### config.mk
export PLATFORM = sky130hd
export DESIGN_NAME = tt_um_logic_analyzer_combo
export DESIGN_NICKNAME = d
export VERILOG_FILES = /design/src/rtl/tt_um_logic_analyzer_combo_pkg.sv /design/src/rtl/tt_um_logic_analyzer_combo_la_trigger.sv /design/src/rtl/tt_um_logic_analyzer_combo.sv
export SDC_FILE = /design/constraint.sdc
export NUM_CORES = 1
export LEC_CHECK = 0
export CORE_MARGIN = 5
export CORE_UTILIZATION = 56
export CTS_BUF_LIST = sky130_fd_sc_hd__clkbuf_8
export DETAILED_ROUTE_END_ITERATION = 8
export PLACE_DENSITY = 0.9
export SYNTH_ARGS = -nofsm -noshare
export SYNTH_HDL_FRONTEND = slang
export SYNTH_HIERARCHICAL = 1
export SYNTH_SLANG_ARGS = --single-unit
### constraint.sdc
create_clock -name clk -period 2.6 [get_ports clk]
set_input_delay 0.39 -clock clk [delete_from_list [all_inputs] [get_ports clk]]
set_output_delay 0.39 -clock clk [all_outputs]
set_load 0.05 [all_outputs]
### src/rtl/tt_um_logic_analyzer_combo_pkg.sv
// Shared definitions for the 8-channel, 16-deep logic analyzer.
// Contents: capture FSM state encoding, trigger mode encoding, memory geometry,
//           and bit positions of the control/status fields on the uio bus.
package tt_um_logic_analyzer_combo_pkg;

  localparam int DEPTH = 16;
  localparam int AW    = 4;
  localparam int DW    = 8;

  localparam logic [AW-1:0] LAST_IDX = AW'(DEPTH - 1);

  // uio_in control fields
  localparam int UIO_ARM_BIT   = 0;
  localparam int UIO_READ_BIT  = 1;
  localparam int UIO_MODE_LSB  = 2;
  localparam int UIO_MODE_MSB  = 3;

  // uio_out status fields
  localparam int UIO_ARMED_BIT   = 4;
  localparam int UIO_CAPTURE_BIT = 5;
  localparam int UIO_DONE_BIT    = 6;
  localparam int UIO_LAST_BIT    = 7;

  // Upper nibble is status output, lower nibble is control input.
  localparam logic [7:0] UIO_OE_VAL = 8'hF0;

  typedef enum logic [1:0] {
    ST_IDLE    = 2'b00,
    ST_ARMED   = 2'b01,
    ST_CAPTURE = 2'b10,
    ST_DONE    = 2'b11
  } la_state_e;

  typedef enum logic [1:0] {
    TRIG_IMMEDIATE  = 2'b00,
    TRIG_ANY_CHANGE = 2'b01,
    TRIG_RISE0      = 2'b10,
    TRIG_FALL0      = 2'b11
  } trig_mode_e;

endpackage

### src/rtl/tt_um_logic_analyzer_combo_la_trigger.sv
// Purpose: edge detection for ARM/READ strobes and trigger evaluation on the probes.
// Latency: outputs are combinational against one cycle of registered history.
// Backpressure: none; every cycle is evaluated.
// Ports: clk/rst_n; ui_in probes; arm_in/read_in raw strobes; mode (latched by top);
//        arm_edge/read_edge rising-edge pulses; trig = trigger condition this cycle.
module la_trigger
  import tt_um_logic_analyzer_combo_pkg::*;
(
  input  logic          clk,
  input  logic          rst_n,
  input  logic [DW-1:0] ui_in,
  input  logic          arm_in,
  input  logic          read_in,
  input  trig_mode_e    mode,
  output logic          arm_edge,
  output logic          read_edge,
  output logic          trig
);

  logic          prev_arm_q,  prev_arm_d;
  logic          prev_read_q, prev_read_d;
  logic [DW-1:0] prev_ui_q,   prev_ui_d;

  always_comb begin
    prev_arm_d  = arm_in;
    prev_read_d = read_in;
    prev_ui_d   = ui_in;
  end

  always_ff @(posedge clk or negedge rst_n) begin
    if (!rst_n) begin
      prev_arm_q  <= 1'b0;
      prev_read_q <= 1'b0;
      prev_ui_q   <= '0;
    end else begin
      prev_arm_q  <= prev_arm_d;
      prev_read_q <= prev_read_d;
      prev_ui_q   <= prev_ui_d;
    end
  end

  assign arm_edge  = arm_in  & ~prev_arm_q;
  assign read_edge = read_in & ~prev_read_q;

  always_comb begin
    trig = 1'b0;
    case (mode)
      TRIG_IMMEDIATE:  trig = 1'b1;
      TRIG_ANY_CHANGE: trig = (ui_in != prev_ui_q);
      TRIG_RISE0:      trig = ui_in[0] & ~prev_ui_q[0];
      TRIG_FALL0:      trig = ~ui_in[0] & prev_ui_q[0];
      default:         trig = 1'b0;
    endcase
  end

endmodule

### src/rtl/tt_um_logic_analyzer_combo.sv
// Purpose: 8-channel logic analyzer; ARM, wait for trigger, capture 16 samples, step-read.
// Latency: trigger-cycle sample is sample 0; uo_out follows rd_ptr combinationally.
// Backpressure: none; ARM is ignored while armed/capturing, READ only acts when done.
// Ports: ui_in = probes; uio_in[0]=ARM, [1]=READ, [3:2]=trigger mode;
//        uo_out = mem[rd_ptr]; uio_out[7:4] = {rd_ptr==15, DONE, CAPTURE, ARMED}.
module tt_um_logic_analyzer_combo
  import tt_um_logic_analyzer_combo_pkg::*;
(
  input  logic       clk,
  input  logic       rst_n,
  input  logic       ena,
  input  logic [7:0] ui_in,
  output logic [7:0] uo_out,
  input  logic [7:0] uio_in,
  output logic [7:0] uio_out,
  output logic [7:0] uio_oe
);

  la_state_e     state_q, state_d;
  trig_mode_e    mode_q,  mode_d;
  logic [AW-1:0] wr_q,    wr_d;
  logic [AW-1:0] rd_q,    rd_d;
  logic [DW-1:0] mem_q [DEPTH];
  logic [DW-1:0] mem_d [DEPTH];

  logic          mem_we;
  logic [AW-1:0] mem_waddr;
  logic          arm_edge, read_edge, trig;

  // The block is always enabled; uio_in[7:4] carries nothing.
  logic unused_ok;
  assign unused_ok = &{ena, uio_in[7:4], 1'b0};

  la_trigger u_trig (
    .clk       (clk),
    .rst_n     (rst_n),
    .ui_in     (ui_in),
    .arm_in    (uio_in[UIO_ARM_BIT]),
    .read_in   (uio_in[UIO_READ_BIT]),
    .mode      (mode_q),
    .arm_edge  (arm_edge),
    .read_edge (read_edge),
    .trig      (trig)
  );

  always_comb begin
    state_d   = state_q;
    mode_d    = mode_q;
    wr_d      = wr_q;
    rd_d      = rd_q;
    mem_we    = 1'b0;
    mem_waddr = wr_q;

    case (state_q)
      ST_IDLE, ST_DONE: begin
        // Arm takes priority over a coincident read step.
        if (arm_edge) begin
          state_d = ST_ARMED;
          mode_d  = trig_mode_e'(uio_in[UIO_MODE_MSB:UIO_MODE_LSB]);
          wr_d    = '0;
          rd_d    = '0;
        end else if (read_edge && (state_q == ST_DONE)) begin
          rd_d = rd_q + AW'(1);
        end
      end
      ST_ARMED: begin
        if (trig) begin
          mem_we    = 1'b1;
          mem_waddr = '0;
          wr_d      = AW'(1);
          state_d   = ST_CAPTURE;
        end
      end
      ST_CAPTURE: begin
        mem_we    = 1'b1;
        mem_waddr = wr_q;
        wr_d      = wr_q + AW'(1);
        if (wr_q == LAST_IDX) begin
          state_d = ST_DONE;
        end
      end
      default: state_d = ST_IDLE;
    endcase
  end

  always_comb begin
    mem_d = mem_q;
    if (mem_we) begin
      mem_d[mem_waddr] = ui_in;
    end
  end

  always_ff @(posedge clk or negedge rst_n) begin
    if (!rst_n) begin
      state_q <= ST_IDLE;
      mode_q  <= TRIG_IMMEDIATE;
      wr_q    <= '0;
      rd_q    <= '0;
      for (int i = 0; i < DEPTH; i++) begin
        mem_q[i] <= '0;
      end
    end else begin
      state_q <= state_d;
      mode_q  <= mode_d;
      wr_q    <= wr_d;
      rd_q    <= rd_d;
      for (int i = 0; i < DEPTH; i++) begin
        mem_q[i] <= mem_d[i];
      end
    end
  end

  assign uo_out = mem_q[rd_q];
  assign uio_oe = UIO_OE_VAL;

  always_comb begin
    uio_out                  = '0;
    uio_out[UIO_ARMED_BIT]   = (state_q == ST_ARMED);
    uio_out[UIO_CAPTURE_BIT] = (state_q == ST_CAPTURE);
    uio_out[UIO_DONE_BIT]    = (state_q == ST_DONE);
    uio_out[UIO_LAST_BIT]    = (rd_q == LAST_IDX);
  end

endmodule

==> metrics.yaml <==
ys_seq_area_share_pct: 52.4
clkSlewWorstSetupHoldPaths_ns: 0.08
vias_in_the_first_global_route: 4915
post-layout-total-power_mw: 8.26
place_ws_ns: -0.546
post-synth-top-area-fraction_pct: 52.4
grt_max_degree: 65
endpoint_kind: "flip-flop"
crit-reg2reg-capture: "mem_q[8]$_DFFE_PN0P_"
cts.path.max_buffers: 2
cpMaxStageDelayCell: "clkdlybuf4s50_1"
ys_types: 47
cts-buffers-inserted: 17
internal_power_mw: 5.28
fin_ws_ns: -0.0686
avgSynthCellArea_um2: 14.9
ys.warnings.count: 6
share_seq_of_total_power_pct: 34.4
routed-via-count: 4462
place_hpwl_mm: 10.2
switching_component_of_the_power_mw: 2.99
timing.critical_path.cells: "clkdlybuf4s50_1, xor2_1, nor4_2, a32oi_1, buf_4, a21oi_1, nor3_1, and2_4, buf_12, mux2_2"
status: "finished, violations left"
wire_length_per_cell_um: 24.1
diodes: 0
crit_path_start: "ui_in[7]"
drc_marker_count_from_the_first_detailed_route_iteration: 272
numPortBuffers: 25
timing.reg2reg.worst_path_depth: 10
reg_area_um2: 3750
io-pin-count: 43
grt_usage_pct: 24.9
grt_setup_unrepaired: "yes"
asyncSetResetFlopFracSynth_pct: 100
hp-class: "input pin to flip-flop"
area_used_by_multi_input_combinational_logic_um2: 3410
cap_viol_max_count: 0
worstSetupEndpoint: "mem_q[69]$_DFFE_PN0P_"
floorplan_row_count: 41
fin_util_pct: 69.2
timing.hold.worst.start: "ui_in[0]"
drt_pass1_iterations: 5
worst_clock_skew_ns: 0.0151
actual_transition_at_the_worst_max_transition_pin_ns: 0.624
crit_buf_inv: 3
crit_path_max_fanout: 8
die-height_um: 123
clock_tree.htree_level_count: 4
grt_overflow: 0
final_count_of_negative_setup_slack_endpoints: 21
place_area_um2: 7790
cts.sink_count: 150
synthTopCellsByArea: "dfrtp_1 52%, mux2_2 17%, mux4_2 10%"
layout.filler_cells: 773
aggregate_negative_setup_slack_ns: -0.553
power.static_leakage_nw: 3.67
timing.critical_path.from_type: "input pin"
violations_in_the_final_reports: "negative setup slack"
drv_slew: 0
core_area_um2: 12600
path_depth: 10
postRouteWirelength_mm: 17.6
initial_utilization_pct: 57.0
layout_worst_path_cycle_share_pct: 103
synthToLayoutAreaGrowth_pct: 21.5
postSynth.topFlopCell: "dfrtp_1"
dp.cells: 685
synth_enable_flop_cells: 0
power.combinational.fraction_pct: 42.7
crit_path_max_incr_delay_ns: 0.57
worstSkewPairLatency_ns: 0.47
globalRouteMet3Util_pct: 5.90
p_sw_share_pct: 36.1
die_w_um: 123
gp_congestion: 0.842
fin_hold_ws_ns: 0.316
synth_largest_area_cell: "dfrtp_1"
fin_nets: 574
dieArea_um2: 15100
clock.fmax_mhz: 375
clock_share_of_power_pct: 22.9
globalRoute.busiestLayer: "met2"
ant_nets: 0
vdd_drop_max_uv: 746
post_drt_via_cell_ratio: 6.10
cell_area_after_synthesis_um2: 7160
layout.cell_area.non_filler_um2: 8690
crit_required_ns: 2.95
synthesis.instances: 482
grtUsageMet1_pct: 30.7
worst_ep_arrival_time_ns: 3.02
cts_root_buf: "clkbuf_8"
synth.ff_latch_count: 150
min_period_ns: 2.67
power_per_cell_area_nw_per_um2: 950
crit-reg2reg-launch: "u_trig/prev_ui_q[0]$_DFF_PN0_"
layoutNonFillerInstCount: 732
cpLargestDelayFamily: "buffers and inverters"
hold_viol: 0
slew-limit-headroom_pct: 57.9
rrSetupSlack_ns: 0.02
number_of_antenna_violations_at_the_first_check_in_global_routing: 0
global_route.usage.met2_pct: 41.3
cts_tree: "done"
path_class: "input pin to flip-flop"
grt_pass1_wl_mm: 27.6
remaining_drc_errors: 0
final_layout_size_suffix_gt1_share_pct: 50.7
power by group through the flow:
stage / combinational [mW] / sequential (mW) / clock, mW
floorplan: 2.14 / 2.79 / 0
global placement: 2.83 / 2.84 / 0
detailed placement: 2.92 / 2.87 / 0
CTS: 3.51 / 2.83 / 1.90
global route: 3.72 / 2.87 / 2.01
finish: 3.53 / 2.84 / 1.89
registers in the layout, summed over array words and instances, names as in the netlist:
| signal | count |
|---|---|
| state_q | 2 |
| u_trig/prev_arm_q | 1 |
| u_trig/prev_ui_q | 8 |
| u_trig/prev_read_q | 1 |
| mem_q | 128 |
| wr_q | 4 |
| mode_q | 2 |
| rd_q | 4 |
worst reg2reg max path, stage by stage, from the launching register on:
cell     delay, ns
dfrtp_1       0.39
ha_1          0.29
nand2_1       0.06
nor3_2        0.20
a32oi_1       0.15
buf_4         0.18
and2_4        0.19
nor4b_4       0.28
and4_4        0.28
buf_12        0.14
mux2_4        0.31
cell type report:
class / count / share of cell area, %
Sequential cell: 150 / 43.2
Timing Repair Buffer: 75 / 10.1
Multi-Input combinational cell: 298 / 39.2
Tap cell: 172 / 2.48
Clock inverter: 14 / 1.97
Clock buffer: 18 / 2.85
Inverter: 5 / 0.216
cells in the final DEF (no fill, tap or decap), types with 6 or more instances in the layout:
cell	n
a22oi_2	15
buf_12	14
buf_4	28
buf_6	15
clkbuf_8	18
clkdlybuf4s50_1	14
conb_1	12
dfrtp_1	149
ha_1	8
inv_1	6
mux2_1	9
mux2_2	89
mux2_4	32
mux4_2	32
nand2_1	21
nand2_4	6
nor2_1	6
o21ai_0	8
xor2_1	7
worst min-delay path by stage:
stage / endpoint / cells after the start
after floorplan: mem_q[0]$_DFFE_PN0P_ / 0
after global placement: mem_q[117]$_DFFE_PN0P_ / 1
after detailed placement: mem_q[125]$_DFFE_PN0P_ / 1
after CTS: u_trig/prev_arm_q$_DFF_PN0_ / 1
after global routing: u_trig/prev_ui_q[0]$_DFF_PN0_ / 2
final: u_trig/prev_ui_q[0]$_DFF_PN0_ / 2
timing repair:
item / CTS / global route
setup endpoints to repair: 108 / 115
resized for setup: 30 / 43
cloned: 5 / 0
pin swaps: 13 / 26
setup buffers: 7 / 5
hold buffers: 1 / 0
endpoints found under the hold margin: 61 / 0
cells by family (layout without fill, tap and decap cells):
group | Yosys count | in the layout | synth area share [%]
buffers and inverters | 44 | 112 | 3.53
AND/OR/NAND/NOR | 72 | 72 | 6.50
XOR/XNOR | 8 | 8 | 0.979
multiplexers | 164 | 164 | 31.6
other | 2 | 12 | 0.105
flip-flops | 150 | 150 | 52.4
AO/OA/AOI/OAI | 34 | 34 | 3.41
adder cells (fa/ha/maj) | 8 | 8 | 1.40
Yosys cell counts (2+ instances only):
| cell | n |
|---|---|
| a21oi_1 | 2 |
| a22oi_1 | 16 |
| a32o_1 | 4 |
| and2_1 | 3 |
| and3_1 | 2 |
| and4_1 | 3 |
| buf_1 | 3 |
| buf_2 | 6 |
| buf_4 | 13 |
| buf_6 | 2 |
| clkbuf_1 | 14 |
| conb_1 | 2 |
| dfrtp_1 | 150 |
| ha_1 | 8 |
| inv_1 | 5 |
| mux2_1 | 9 |
| mux2_2 | 105 |
| mux2_4 | 16 |
| mux2i_1 | 2 |
| mux4_2 | 32 |
| nand2_1 | 22 |
| nand2_2 | 6 |
| nand2b_1 | 2 |
| nand3_1 | 4 |
| nor2_1 | 7 |
| nor2b_1 | 5 |
| nor3_1 | 2 |
| nor3b_1 | 3 |
| nor4b_4 | 3 |
| o21ai_0 | 8 |
| xor2_1 | 7 |
metal layers:
layer | part of all wire (%) | vias up
li1 | - | 1890
met1 | 39 | 2353
met2 | 51 | 163
met3 | 5.6 | 56
met4 | 4.3 | 0
met5 | 0 | -
Power figures use the tool's default switching activity.
